===== src/rtl/proto_sort_pkg.sv =====
// Shared constants and types for the proto_sort loader and read-side mux.
// Both ends take their select width from SEL_W so they always agree.
package proto_sort_pkg;

  localparam int WIDTH = 4;
  localparam int DEPTH = 8;
  localparam int SEL_W = 3;
  localparam int CNT_W = SEL_W + 1;

  typedef logic [WIDTH-1:0] nibble_t;
  typedef logic [SEL_W-1:0] sel_t;
  typedef logic [CNT_W-1:0] cnt_t;

  typedef enum logic {
    FILL = 1'b0,
    FULL = 1'b1
  } loader_state_t;

endpackage


===== src/rtl/data_loader.sv =====
// Scatters a valid/ready stream of nibbles into an eight-slot register bank,
// holds the bank while full until released, and flushes on a synchronous clear.
module data_loader
  import proto_sort_pkg::*;
(
  input  logic    clk,
  input  logic    rst_n,
  input  nibble_t in_data_i,
  input  logic    in_valid_i,
  output logic    in_ready_o,
  input  logic    clear_i,
  input  logic    release_i,
  output nibble_t zero_o,
  output nibble_t one_o,
  output nibble_t two_o,
  output nibble_t three_o,
  output nibble_t four_o,
  output nibble_t five_o,
  output nibble_t six_o,
  output nibble_t seven_o,
  output sel_t    wr_ptr_o,
  output cnt_t    count_o,
  output logic    full_o,
  output logic    done_o
);

  loader_state_t state_q;
  nibble_t       bank_q [DEPTH];
  sel_t          wr_ptr_q;
  cnt_t          count_q;
  logic          done_q;

  always_ff @(posedge clk or negedge rst_n) begin
    if (!rst_n) begin
      state_q  <= FILL;
      wr_ptr_q <= '0;
      count_q  <= '0;
      done_q   <= 1'b0;
      // NOTE: the bank is eight discrete registers whose reset value is visible
      // on the outputs, so it is reset like any other state (not a RAM).
      for (int i = 0; i < DEPTH; i++) bank_q[i] <= '0;
    end else begin
      done_q <= 1'b0;
      if (clear_i) begin
        state_q  <= FILL;
        wr_ptr_q <= '0;
        count_q  <= '0;
        for (int i = 0; i < DEPTH; i++) bank_q[i] <= '0;
      end else begin
        case (state_q)
          FILL: begin
            if (in_valid_i) begin
              bank_q[wr_ptr_q] <= in_data_i;
              wr_ptr_q         <= wr_ptr_q + 3'd1;  // 7 wraps to 0 on the last write
              count_q          <= count_q + 4'd1;
              if (count_q == CNT_W'(DEPTH - 1)) begin
                state_q <= FULL;
                done_q  <= 1'b1;
              end
            end
          end
          FULL: begin
            if (release_i) begin
              state_q  <= FILL;
              wr_ptr_q <= '0;
              count_q  <= '0;
            end
          end
          default: state_q <= FILL;
        endcase
      end
    end
  end

  // Ready and full are decoded from the state register alone, never from in_valid.
  assign in_ready_o = (state_q == FILL);
  assign full_o     = (state_q == FULL);
  assign done_o     = done_q;
  assign wr_ptr_o   = wr_ptr_q;
  assign count_o    = count_q;

  assign zero_o  = bank_q[0];
  assign one_o   = bank_q[1];
  assign two_o   = bank_q[2];
  assign three_o = bank_q[3];
  assign four_o  = bank_q[4];
  assign five_o  = bank_q[5];
  assign six_o   = bank_q[6];
  assign seven_o = bank_q[7];

endmodule


===== config.mk =====
export PLATFORM = sky130hd
export DESIGN_NAME = data_loader
export DESIGN_NICKNAME = d
export VERILOG_FILES = /design/src/rtl/proto_sort_pkg.sv /design/src/rtl/data_loader.sv
export SDC_FILE = /design/constraint.sdc
export NUM_CORES = 1
export LEC_CHECK = 0
export ABC_AREA = 1
export ABC_CLOCK_PERIOD_IN_PS = 1500
export CAP_MARGIN = 40
export CORE_ASPECT_RATIO = 0.8
export CORE_MARGIN = 4
export CORE_UTILIZATION = 47
export CTS_CLUSTER_SIZE = 25
export DETAILED_ROUTE_END_ITERATION = 8
export HOLD_SLACK_MARGIN = 0.15
export PLACE_DENSITY_LB_ADDON = 0.08
export REMOVE_ABC_BUFFERS = 1
export SYNTH_ARGS = -nofsm -noshare
export SYNTH_HDL_FRONTEND = slang
export SYNTH_SLANG_ARGS = --single-unit

===== constraint.sdc =====
create_clock -name clk -period 1.5 [get_ports clk]
set_clock_uncertainty 0.05 [all_clocks]
set_input_delay 0.3 -clock clk [delete_from_list [all_inputs] [get_ports clk]]
set_output_delay 0.3 -clock clk [all_outputs]
set_load 0.02 [all_outputs]

# Word level (Yosys, flattened, before mapping)
# Cells that the tools add are included.
# totals
reg_bits,41
output_inout_bits,42
input_bits,9
# classes
n_eq_ne,4
magnitude_cmp,2
n_reduce_logical,4
mux,21
addsub,2
n_bitwise,2
# ops
cell,count
$mux 32,3
$bwmux 32,1
$mux 4,4
$demux 4 s3,1
$mux 3,3
$pmux 4 s2,1
$mux 1,6
$pmux 3 s2,1
$add 4x1->4 const B,1
$eq 4x3->1 const B,1
$ge 4x4->1 const B,1
$lt 4x1->1 const B,1
$not 3->4,1
$reduce_and 2->1,2
$add 3x1->3 const B,1
$ne 3x2->1 const B,1
$ne 3x3->1 const B,1
$ne 2x2->1 const B,1
$pmux 1 s2,1
$reduce_bool 2->1,1
$logic_and 1x1->1,1
$not 1->1,1

# Logic depth before layout (Yosys ltp)
# depth
depth_word,9
depth_mapped,7

# Worst setup path before layout
# No wires, ideal clock.
# synth_path
kind,flip-flop to flip-flop
from,"register state_q, in the netlist full_o"
to,register bank_q (netlist bit one_o[0])
path_stages_with_launch,8
period_less_slack_ns,1.315
setup_slack_ns,0.185
arrival_ns,1.147
required_ns,1.332
cell_sequence,dfrtp_1 > inv_2 > nand2_2 > buf_6 > nor2_2 > nand2_1 > nand3_1 > nand2_1
# synth_via
elab_chain_cells,2
# synth_lines
item,line,rtl
"start, declared",data_loader.sv:27,loader_state_t state_q;
"start signal, assigned",data_loader.sv:35,state_q <= FILL;
"start signal, assigned",data_loader.sv:45,state_q <= FILL;
"start signal, assigned",data_loader.sv:57,state_q <= FULL;
$ne 2x2->1 (no line),--,
$reduce_and 2->1 (no line),--,
"end signal, assigned by index",data_loader.sv:53,bank_q[wr_ptr_q] <= in_data_i;
"end, declared",data_loader.sv:28,nibble_t bank_q [DEPTH];
# Every way passes these cells.
# A chain may end at the register's enable or synchronous reset.

# Worst setup path in the final report
# layout_path
from,"register state_q, in the netlist full_o"
to,output in_ready_o
# layout_via
elab_chain_cells,1
# layout_lines
item,line,rtl
$not 1->1,--,
"end, declared",data_loader.sv:10,"output logic in_ready_o,"
# Every way passes these cells.

==> summary by stage <==
STA
The total count of hold-check failures in the final report is 0. The final sum of negative setup slack is 0 ps. The achievable frequency is 699 MHz.

Setup slack on the critical path of the routed design comes to 70.2 ps. The smallest clock period supported by the final layout is computed as 1430 ps. The final number of max-transition violations is 0. The final critical path takes up 95.3% of the cycle.

Headroom to the max-slew limit came out at 61.8%. The total of endpoints with negative setup slack in the final report is 0. For the pin with the worst max-slew slack, the measured transition is 571 ps.

Detailed routing
After detailed routing, the met2 layer carries 2090 um of wire. In the detailed route, the total length drawn on met3 is 211 um. The total routed wire length on the met1 layer is 2060 um. The average routed wire per standard cell is 12.7 um. Wires add up to 4400 um.

The topmost layer with routed signal wires is met4. The post-route DRC violation count is 0. In the routed layout, each cell is associated on average with a via count of 4.79. The count of nets left with antenna violations once routing finished came out at 0. The detailed router finished its first iteration with 61 violations. Detailed routing inserted a total of 1,661 vias. The first detailed-routing pass ran for 4 iterations.

Worst hold path
The classification of the worst-slack hold path is reg -> reg.

Setup path
The critical path is of the reg -> out type. STA classifies the critical path startpoint as a flop. In this run the worst path has a maximum fanout of 4. The required time of the critical path is 1150 ps. The worst setup path is captured at an output port. Data arrives at the worst endpoint at 1080 ps.

Floorplan
The row count is 20. In this run the vertical extent of the chip is 64.5 um. The die is 78.6 um wide.

Pin placement for this block handled 51 I/O pins. For this configuration, the core starts out at a cell density of 48.9%. The total area inside the core boundary comes to 3830 um2.

The area of the die is 5070 um2.

Final layout
Fill cells in the final layout number 337. The finished layout holds 347 standard cells, fillers aside. Summing all flip-flop and latch instances after layout gives 1030 um2. Relative to the synthesized area, the layout overhead comes to 36.3%. In the final layout, the multi-input gates occupy 764 um2.

The repair_antennas step left the layout with diodes totalling 0. Once layout is done, the placed cells without fillers occupy 2550 um2. The total number of nets in the final design is 304. The library cells used most frequently in the layout, excluding fill and tap cells, are 100 x sky130_fd_sc_hd__nand2_1, 41 x sky130_fd_sc_hd__dfrtp_1, 41 x sky130_fd_sc_hd__dlygate4sd2_1. The most frequent standard cell in the layout excluding fill and tap cells is sky130_fd_sc_hd__nand2_1. Cells fill 66.7% of the core in the end. The proportion of layout cells with a drive suffix above 1 is 14.7%.

Power
The switching power is 0.548 mW. The proportion of power drawn by the clock network is 30.6%. In this run the power density over the cells is 821 nW/um2.

Registers are responsible for 54.7% of the overall power. Of the total power, the share spent switching nets is 26.1%. The largest voltage drop on the vdd net is 465 uV. The design internal power is 1.55 mW. The combinational power share is 14.7%. Summed over all cells, the static leakage comes to 1.51 nW.

GRT
The first-pass GRT wire length is 7690 um. The initial antenna violation count is 0. The overall fraction of global-route tracks in use is 19.2%. Global routing finished with a remaining overflow of 0.

The largest net degree at the start of global routing is 42. The via count of the first global-routing pass is 1,615.

Placed design
The post-placement worst setup slack is -225 ps. Routability-driven placement finished with a final weighted congestion of 0.795. Including well taps, the total number of placed cells is 340. The count of input and output buffers is 50. The HPWL reported at the end of detailed placement is 3300 um.

The placed cell area is 2510 um2.

Clock tree
In this run the clock root is driven by a sky130_fd_sc_hd__clkbuf_8. The largest buffer count on any clock path is 2. The H-tree depth is 2. The TritonCTS clock tree is done. The insertion delay to the later sink of the worst-skew pair is 280 ps. The number of buffers created by CTS is 5. For this design, the sink count on the clock tree is 41.

The clock slew seen by the registers of the worst setup and hold paths is 70 ps.

Synth
The average size of a mapped cell is 8.22 um2. The summed instance area of the synthesized netlist is 1870 um2. After technology mapping, the gate count stands at 228. For this run, the register share of the synthesized area comes to 54.8%. The count of unique library cells instantiated by Yosys is 18.

The Yosys step of the flow raised 0 warnings. The number of synthesized register bits is 41.

Outcome
The flow ran to the end, and the final reports show no timing, DRC or antenna violations.

Run
Across the run, the number of max-cap violations was 0.
-- worst max-delay path, cell delays in order (launching register included) --
cell and delay, ps:
sky130_fd_sc_hd__dfrtp_1 420, sky130_fd_sc_hd__inv_2 70, sky130_fd_sc_hd__clkdlybuf4s15_1 300
-- cells in the mapped netlist (all sizes together) --
| cell type | instances | share of area, % |
|---|---|---|
| nand2 | 103 | 21 |
| o21ai | 8 | 2.1 |
| nand4 | 2 | 0.67 |
| nand3 | 31 | 8.3 |
| nor3 | 2 | 1.7 |
| inv | 15 | 3.0 |
| nor2 | 17 | 4.6 |
| dfrtp | 41 | 55 |
| xnor2 | 1 | 0.47 |
| buf | 6 | 1.9 |
| ha | 2 | 1.3 |
-- cell families after synthesis --
family,Yosys count,share of synthesized area [%]
flops,41,54.8
buf+inv,21,4.94
fa+ha+maj,2,1.34
xor+xnor,1,0.468
compound gates,8,2.14
simple gates,155,36.3
-- power groups by stage --
| stage | Sequential [mW] | Clock, mW | Combinational, mW |
|---|---|---|---|
| finish | 1.15 | 0.642 | 0.308 |
| global route | 1.15 | 0.714 | 0.341 |
| CTS | 1.15 | 0.659 | 0.308 |
| detailed placement | 1.17 | 0 | 0.325 |
| global placement | 1.17 | 0 | 0.321 |
| floorplan | 1.22 | 0 | 0.104 |
-- per-stage QoR --
step	hold WS [ps]	power (mW)
after floorplan	-45.6	1.32
after global placement	238	1.49
after global routing	448	2.21
final	416	2.10
after CTS	421	2.11
after detailed placement	237	1.50
-- layout make-up --
cell class                      count  share of cell area, %
Multi-Input combinational cell    166                   29.9
Inverter                           15                   2.20
Tap cell                           55                   2.69
Timing Repair Buffer               64                   22.1
Clock inverter                      1                  0.196
Clock buffer                        5                   2.69
Sequential cell                    41                   40.2
-- path summary, 6_finish.rpt --
check	start	endpoint	slack, ps	cells past startpoint
worst max register to register	full_o	one_o[1]	120	8
worst max-delay path	full_o	in_ready_o	70	2
worst min-delay path	three_o[3]	three_o[3]	420	2
min in group asynchronous	rst_n	three_o[3]	450	3
max in group asynchronous	rst_n	wr_ptr_o[0]	740	3
worst min register to register	three_o[3]	three_o[3]	420	2
-- what timing repair did --
item / CTS / global route
setup buffers: 0 / 0
endpoints found under the hold margin: 41 / 0
endpoints found under the setup margin: 42 / 18
gates resized for setup: 42 / 5
hold buffers: 1 / 0
cloned: 0 / 0
-- sequential cells by signal (all words and copies together) (netlist names) --
| signal | count |
|---|---|
| four_o | 4 |
| full_o | 1 |
| five_o | 4 |
| two_o | 4 |
| count_o | 4 |
| three_o | 4 |
| six_o | 4 |
| seven_o | 4 |
| zero_o | 4 |
| done_o | 1 |
| wr_ptr_o | 3 |
| one_o | 4 |
-- per-layer routing --
layer  track usage [%]  vias to the layer above
li1                  -                      848
met1              25.6                      773
met2              31.0                       35
met3              4.72                        5
met4              5.90                        0
met5                 0                        -
Power figures use the tool's default switching activity.
